### src/rtl/spi_reg_bank_pkg.sv
// spi_reg_pkg: shared constants, the frame state type and an address range helper.
// Latency: none (types and constants only).
// Backpressure: none.
package spi_reg_pkg;

  localparam int CMD_BITS      = 8;
  localparam int CMD_WRITE_BIT = 7;
  localparam int ADDR_BITS     = 7;

  typedef enum logic [1:0] {
    IDLE,
    CMD,
    DATA,
    DONE
  } spi_state_t;

  // True when a 7-bit command address selects an implemented register.
  function automatic logic addr_in_range(input logic [ADDR_BITS-1:0] addr, input int nregs);
    return int'(addr) < nregs;
  endfunction

endpackage

### src/rtl/spi_reg_bank_if.sv
// spi_reg_bank_if: SPI pin bundle between the MCU (master) and the register bank (slave).
// Latency: none (wiring only).
// Backpressure: none; SPI has no flow control beyond chip select.
// Signals: sclk, cs (active-low), mosi driven by the master; miso driven by the slave.
interface spi_reg_bank_if;
  logic sclk;
  logic cs;
  logic mosi;
  logic miso;

  modport master (output sclk, output cs, output mosi, input miso);
  modport slave  (input sclk, input cs, input mosi, output miso);
endinterface

### src/rtl/spi_reg_bank_sync_edge.sv
// spi_sync_edge: 2-FF synchronizer plus one history flop for edge detection.
// Latency: level valid 2 clk after the pin, rise/fall pulses visible during the 3rd clk.
// Backpressure: none.
// Ports: clk, rst_n (sync, active-low), din (async pin) -> level, rise, fall (one-cycle pulses).
module spi_sync_edge (
  input  logic clk,
  input  logic rst_n,
  input  logic din,
  output logic level,
  output logic rise,
  output logic fall
);

  logic meta;
  logic sync;
  logic hist;

  // Flops reset to 0: a chip select already high when reset releases is seen
  // as a rise while IDLE (harmless), while one still low after a mid-frame
  // reset produces no spurious fall, so the cut frame cannot later raise frame_err.
  always_ff @(posedge clk) begin
    if (!rst_n) begin
      meta <= 1'b0;
      sync <= 1'b0;
      hist <= 1'b0;
    end else begin
      meta <= din;
      sync <= meta;
      hist <= sync;
    end
  end

  assign level = sync;
  assign rise  = sync & ~hist;
  assign fall  = ~sync & hist;

endmodule

### src/rtl/spi_reg_bank.sv
// spi_reg_bank: SPI mode-0 slave decoding 8-bit cmd + WIDTH data frames into NREGS registers.
// Latency: pin edges seen after 3 clk; writes commit (wr_stb, regs_out) 4 clk after the pin CS rise.
// Backpressure: none; the SPI master must respect SCLK <= clk/8 and 4-clk CS setup/hold.
// Ports: clk, rst_n (sync, active-low), spi (slave modport: sclk, cs, mosi, miso),
//        regs_out (reg i at [i*WIDTH +: WIDTH]), wr_stb, wr_addr, frame_err.
// Option: define SPI_REG_READBACK_EN to build the shift-out register and MISO path;
//         otherwise miso is tied 0 and read frames have no side effects.
module spi_reg_bank
  import spi_reg_pkg::*;
#(
  parameter int WIDTH = 8,
  parameter int NREGS = 4
) (
  input  logic                   clk,
  input  logic                   rst_n,
  spi_reg_bank_if.slave          spi,
  output logic [NREGS*WIDTH-1:0] regs_out,
  output logic                   wr_stb,
  output logic [ADDR_BITS-1:0]   wr_addr,
  output logic                   frame_err
);

  localparam int CNT_W = 6;
  localparam int IDX_W = (NREGS > 1) ? $clog2(NREGS) : 1;

  logic sclk_lvl, sclk_rise, sclk_fall;
  logic cs_lvl, cs_rise, cs_fall;
  logic mosi_lvl, mosi_rise, mosi_fall;

  spi_sync_edge u_sync_sclk (
    .clk(clk), .rst_n(rst_n), .din(spi.sclk),
    .level(sclk_lvl), .rise(sclk_rise), .fall(sclk_fall)
  );

  spi_sync_edge u_sync_cs (
    .clk(clk), .rst_n(rst_n), .din(spi.cs),
    .level(cs_lvl), .rise(cs_rise), .fall(cs_fall)
  );

  spi_sync_edge u_sync_mosi (
    .clk(clk), .rst_n(rst_n), .din(spi.mosi),
    .level(mosi_lvl), .rise(mosi_rise), .fall(mosi_fall)
  );

  spi_state_t          state;
  logic [CNT_W-1:0]    cnt;
  logic [CMD_BITS-1:0] cmd_sr;
  logic [WIDTH-1:0]    data_sr;
  logic [WIDTH-1:0]    regs [NREGS];

  logic [CMD_BITS-1:0]  cmd_next;
  logic [ADDR_BITS-1:0] cmd_addr;
  logic                 cmd_wr;
  logic [IDX_W-1:0]     cmd_idx;

  // cmd_next is the command as it will stand after the current SCLK rise;
  // the readback load at the 8th command bit needs the address before it is registered.
  assign cmd_next = {cmd_sr[CMD_BITS-2:0], mosi_lvl};
  assign cmd_addr = cmd_sr[ADDR_BITS-1:0];
  assign cmd_wr   = cmd_sr[CMD_WRITE_BIT];
  assign cmd_idx  = cmd_addr[IDX_W-1:0];

  // Priority per cycle: CS fall, then CS rise, then SCLK rise. A CS edge
  // coinciding with an SCLK edge swallows the SCLK edge.
  always_ff @(posedge clk) begin
    if (!rst_n) begin
      state     <= IDLE;
      cnt       <= '0;
      cmd_sr    <= '0;
      data_sr   <= '0;
      wr_stb    <= 1'b0;
      frame_err <= 1'b0;
      wr_addr   <= '0;
      for (int i = 0; i < NREGS; i++) begin
        regs[i] <= '0;
      end
    end else begin
      wr_stb    <= 1'b0;
      frame_err <= 1'b0;
      if (cs_fall) begin
        state <= CMD;
        cnt   <= '0;
      end else if (cs_rise) begin
        state <= IDLE;
        cnt   <= '0;
        case (state)
          DONE: begin
            if (cmd_wr && addr_in_range(cmd_addr, NREGS)) begin
              regs[cmd_idx] <= data_sr;
              wr_stb        <= 1'b1;
              wr_addr       <= cmd_addr;
            end
          end
          CMD, DATA: frame_err <= 1'b1;
          default: ;
        endcase
      end else if (sclk_rise) begin
        case (state)
          CMD: begin
            cmd_sr <= cmd_next;
            if (cnt == CNT_W'(CMD_BITS - 1)) begin
              state <= DATA;
              cnt   <= '0;
            end else begin
              cnt <= cnt + 1'b1;
            end
          end
          DATA: begin
            data_sr <= {data_sr[WIDTH-2:0], mosi_lvl};
            if (cnt == CNT_W'(WIDTH - 1)) begin
              state <= DONE;
              cnt   <= '0;
            end else begin
              cnt <= cnt + 1'b1;
            end
          end
          default: ;
        endcase
      end
    end
  end

`ifdef SPI_REG_READBACK_EN
  logic [WIDTH-1:0] sout;
  logic             miso_q;

  // Loaded on the last command bit; each falling edge while in DATA presents
  // the next bit MSB first. The fall after the last data bit lands in DONE and returns MISO to 0.
  always_ff @(posedge clk) begin
    if (!rst_n) begin
      sout   <= '0;
      miso_q <= 1'b0;
    end else if (cs_fall || cs_rise) begin
      miso_q <= 1'b0;
    end else if (sclk_rise && state == CMD && cnt == CNT_W'(CMD_BITS - 1)) begin
      sout <= addr_in_range(cmd_next[ADDR_BITS-1:0], NREGS) ? regs[cmd_next[IDX_W-1:0]] : '0;
    end else if (sclk_fall) begin
      if (state == DATA) begin
        miso_q <= sout[WIDTH-1];
        sout   <= {sout[WIDTH-2:0], 1'b0};
      end else begin
        miso_q <= 1'b0;
      end
    end
  end

  assign spi.miso = miso_q;
`else
  assign spi.miso = 1'b0;
`endif

  for (genvar g = 0; g < NREGS; g++) begin : g_regs_out
    assign regs_out[g*WIDTH +: WIDTH] = regs[g];
  end

  // Synchronizer outputs this block has no use for.
  logic unused_sync;
  assign unused_sync = ^{cs_lvl, sclk_lvl, sclk_fall, mosi_rise, mosi_fall};

endmodule

### src/flat_wrapper.sv
// flat-port wrapper written by rule: the top's interface ports become plain ports
module spi_reg_bank_flat import spi_reg_pkg::*;
#(
  parameter int WIDTH = 8,
  parameter int NREGS = 4
)
  (clk, rst_n, regs_out, wr_stb, wr_addr, frame_err, spi_sclk, spi_cs, spi_mosi, spi_miso);
  spi_reg_bank_if spi_i ();
  input  logic clk;
  input  logic rst_n;
  output logic [NREGS*WIDTH-1:0] regs_out;
  output logic wr_stb;
  output logic [ADDR_BITS-1:0] wr_addr;
  output logic frame_err;
  input wire logic [$bits(spi_i.sclk)-1:0] spi_sclk;
  input wire logic [$bits(spi_i.cs)-1:0] spi_cs;
  input wire logic [$bits(spi_i.mosi)-1:0] spi_mosi;
  output wire logic [$bits(spi_i.miso)-1:0] spi_miso;
  assign spi_i.sclk = spi_sclk;
  assign spi_i.cs = spi_cs;
  assign spi_i.mosi = spi_mosi;
  assign spi_miso = spi_i.miso;
  spi_reg_bank #(.WIDTH(WIDTH), .NREGS(NREGS)) u_core (.clk(clk), .rst_n(rst_n), .spi(spi_i), .regs_out(regs_out), .wr_stb(wr_stb), .wr_addr(wr_addr), .frame_err(frame_err));
endmodule
### config.mk
export PLATFORM = sky130hd
export DESIGN_NAME = spi_reg_bank_flat
export DESIGN_NICKNAME = d
export VERILOG_FILES = /design/src/rtl/spi_reg_bank_pkg.sv /design/src/rtl/spi_reg_bank_if.sv /design/src/rtl/spi_reg_bank_sync_edge.sv /design/src/rtl/spi_reg_bank.sv /design/src/flat_wrapper.sv
export SDC_FILE = /design/constraint.sdc
export NUM_CORES = 1
export LEC_CHECK = 0
export ABC_AREA = 0
export ABC_CLOCK_PERIOD_IN_PS = 2750
export BUFFER_PORTS_ARGS = -buffer_cell sky130_fd_sc_hd__buf_4
export CAP_MARGIN = 20
export CORE_MARGIN = 3
export CORE_UTILIZATION = 40
export DETAILED_ROUTE_END_ITERATION = 16
export GPL_ROUTABILITY_DRIVEN = 0
export PLACE_DENSITY = 0.71
export SKIP_CTS_REPAIR_TIMING = 1
export SLEW_MARGIN = 20
export SYNTH_ARGS = -nofsm -noshare
export SYNTH_HDL_FRONTEND = slang
export SYNTH_SLANG_ARGS = --single-unit
### constraint.sdc
create_clock -name clk -period 2.75 [get_ports clk]
set_input_delay 0.55 -clock clk [delete_from_list [all_inputs] [get_ports clk]]
set_output_delay 0.55 -clock clk [all_outputs]
set_load 0.01 [all_outputs]
==> flow_summary.ini <==
[outcome]
status = finished, final reports clean

[clock_network]
clock-sinks = 73
cts_tree = built
htree_levels = 3
clock_latency_ns = 0.34
numCtsBuffers = 9
clock_path_buffers = 2
root_buffer = clkbuf_8
clk_pin_slew_ns = 0.07

[sta]
setup-tns-final_ns = 0
finalHoldViolCount = 0
slew_headroom_pct = 55.5
finalSetupViolations = 0
tightest_slew_ns = 0.664
fin_crit_ns = 2.13
rsz0062_at_grt = false
final_max_slew_viol_count = 0
skew_ns = 0.0105
fin_crit_sh_pct = 77.6
finalWorstSetupSlack_ns = 0.616
fmax_ghz = 0.469

[place]
port_buffers = 45
dp_slack_ns = 0.622
hpwlAfterDp_um = 3980

[global_route]
grt_max_degree = 30
grt_pass1_vias = 1947
overflow = 0
antenna_found_initial = 0
grt_first_pass_wirelength_um = 9400
track_usage_pct = 14.4

[worst_hold_path]
hold_path_class = input pin to flop

[die]
core_um2 = 6830
die_area_um2 = 8150
io-pin-count = 47
die_w_um = 90.3
start_util_pct = 41.6
die_y_um = 90.3
rows = 30

[setup_path]
path_class = flop to flop
cp_slowest_cell = and4b_1
worst_setup_path_end_kind = flop
critPathMaxFanout = 14
cp_slowest_stage_delay_ns = 0.38
path_cells = inv_1 -> ha_1 -> and4b_1 -> nand4_1 -> o21ai_0 -> buf_4
crit_arrival_ns = 2.19
cp-start-kind = flop
required_ns = 2.81
critical_path_buf_inv_count = 2
path_delay_family = simple AND/OR/NAND/NOR gates

[yosys]
syn-num-nets = 279
syn_area_um2 = 2840
synth_warnings = 0
seq_area_frac_synth_pct = 62.7
synth_seq_cells = 73
yosysUniqueCellTypes = 40
syn_area_per_cell_um2 = 10.6
syn_inst = 268

[power]
cellPowerDensity_nw_per_um2 = 619
power.leakage_uw = 0.00126
power.total_uw = 2160
vdd_drop_max_uv = 279

[run]
maxCapViolations = 0

[route]
wl_per_cell_um = 13.8
wirelength_um = 5700
ant_nets = 0
drc = 0
drtIter0Drc = 106
vias = 2103
via_per_inst = 5.09
dr.pass1.iters = 4

[final_layout]
area_growth_pct = 22.5
layout-drive-gt1-share_pct = 21.8
final_nets = 323
n_antenna_cell = 0
worst register-to-register path, cell delays in order, from the launching register on:
cell	delay, ns
dfxtp_1	0.34
inv_1	0.06
ha_1	0.32
and4b_1	0.38
nand4_1	0.30
o21ai_0	0.26
buf_4	0.20
state kept, by name, summed over array words and instances (netlist names):
| register | flops |
|---|---|
| u_core.u_sync_cs.meta | 1 |
| u_core.cnt | 6 |
| u_core.data_sr | 8 |
| u_core.u_sync_cs.hist | 1 |
| u_core.cmd_sr | 8 |
| u_core.u_sync_sclk.hist | 1 |
| u_core.u_sync_mosi.level | 1 |
| u_core.u_sync_cs.level | 1 |
| u_core.state | 2 |
| u_core.u_sync_sclk.meta | 1 |
| u_core.u_sync_sclk.level | 1 |
| u_core.wr_addr | 7 |
| u_core.regs | 32 |
| u_core.wr_stb | 1 |
| u_core.u_sync_mosi.meta | 1 |
| u_core.frame_err | 1 |
where the power goes:
part / switching, µW / internal, µW / total (µW)
Clock: 388 / 534 / 922
Sequential: 8.04 / 1150 / 1160
Combinational: 44.2 / 32.6 / 76.8
Total: 441 / 1720 / 2160
cells in the mapped netlist (all sizes together):
cell     instances  share of area, %
conb             1              0.13
o31ai            3              0.79
edfxtp          32                34
dfxtp           41                29
and4bb           1              0.44
nand2           29               3.8
a21oi           22               3.9
nor2b            1              0.22
and4b            2              0.75
and3             5               1.1
nand4bb          2              0.79
clkbuf          13               1.7
nor4             8               1.8
nor3            15               2.6
xor2             1              0.31
nor4b            2              0.62
or4b             1              0.35
ha               6               2.6
inv             13               1.7
or3b             1              0.31
nand4            3              0.66
buf              2              0.44
o22a             1              0.31
or4              1              0.26
nand2b           1              0.22
nand4b           2              0.62
nor2            17               2.2
and2             7               1.6
a211oi           1              0.26
o221ai           1              0.31
or2              2              0.44
or3              4              0.88
nand3           10               1.8
o21ai           15               2.6
mux2i            2              0.70
cell families after synthesis:
| kind of cell | after synthesis | synth area share (%) |
|---|---|---|
| buffers and inverters | 28 | 3.87 |
| AO/OA/AOI/OAI | 43 | 8.19 |
| adder cells (fa/ha/maj) | 6 | 2.64 |
| other | 1 | 0.132 |
| multiplexers | 2 | 0.704 |
| AND/OR/NAND/NOR | 114 | 21.5 |
| flip-flops | 73 | 62.7 |
| XOR/XNOR | 1 | 0.308 |
per-stage QoR:
stage               cells  util [%]  instance area (µm²)  hold WS [ns]
global placement      397      47.7                 3260         0.416
detailed placement    397      47.7                 3260         0.420
global route          413      51.0                 3480         0.423
floorplan             268         -                 2840         0.412
finish                413      51.0                 3480         0.407
CTS                   413      51.0                 3480         0.400
cell usage in the layout (no fill, tap or decap), drive strengths merged, types with 2 or more instances in the layout:
cell,n
buf,48
dfxtp,41
edfxtp,32
nand2,29
a21oi,22
nor2,17
nor3,15
o21ai,15
inv,13
clkbuf,11
nand3,10
nor4,8
and2,7
ha,6
and3,5
or3,4
nand4,3
o31ai,3
nand4b,2
nand4bb,2
or2,2
mux2i,2
nor4b,2
clkinvlp,2
bufinv,2
and4b,2
worst paths after layout:
kind | endpoint | start | slack (ns) | depth (start not counted)
max | u_core.regs[3][1]$_DFFE_PP_ | u_core.u_sync_cs.level$_SDFF_PN0_ | 0.62 | 6
min | u_core.u_sync_mosi.meta$_SDFF_PN0_ | spi_mosi | 0.41 | 2
max reg2reg | u_core.regs[3][1]$_DFFE_PP_ | u_core.u_sync_cs.level$_SDFF_PN0_ | 0.62 | 6
min reg2reg | u_core.u_sync_mosi.level$_SDFF_PN0_ | u_core.u_sync_mosi.meta$_SDFF_PN0_ | 0.43 | 1
cell type report:
class                           instances  area [µm²]
Fill cell                             627        3350
Sequential cell                        73        1780
Multi-Input combinational cell        167         951
Timing Repair Buffer                   48         360
Clock buffer                           11         141
Tap cell                               96         120
Clock inverter                          5        80.1
Inverter                               13        48.8
per-layer routing:
layer / up-vias / GRT usage, % / part of all wire, %
met5: - / 0 / 0
met4: 0 / 6.63 / 0.98
met3: 4 / 3.50 / 5.3
met2: 52 / 22.8 / 48
met1: 1005 / 18.6 / 45
li1: 1042 / - / -
No activity file was read; power rests on OpenSTA's default activity.
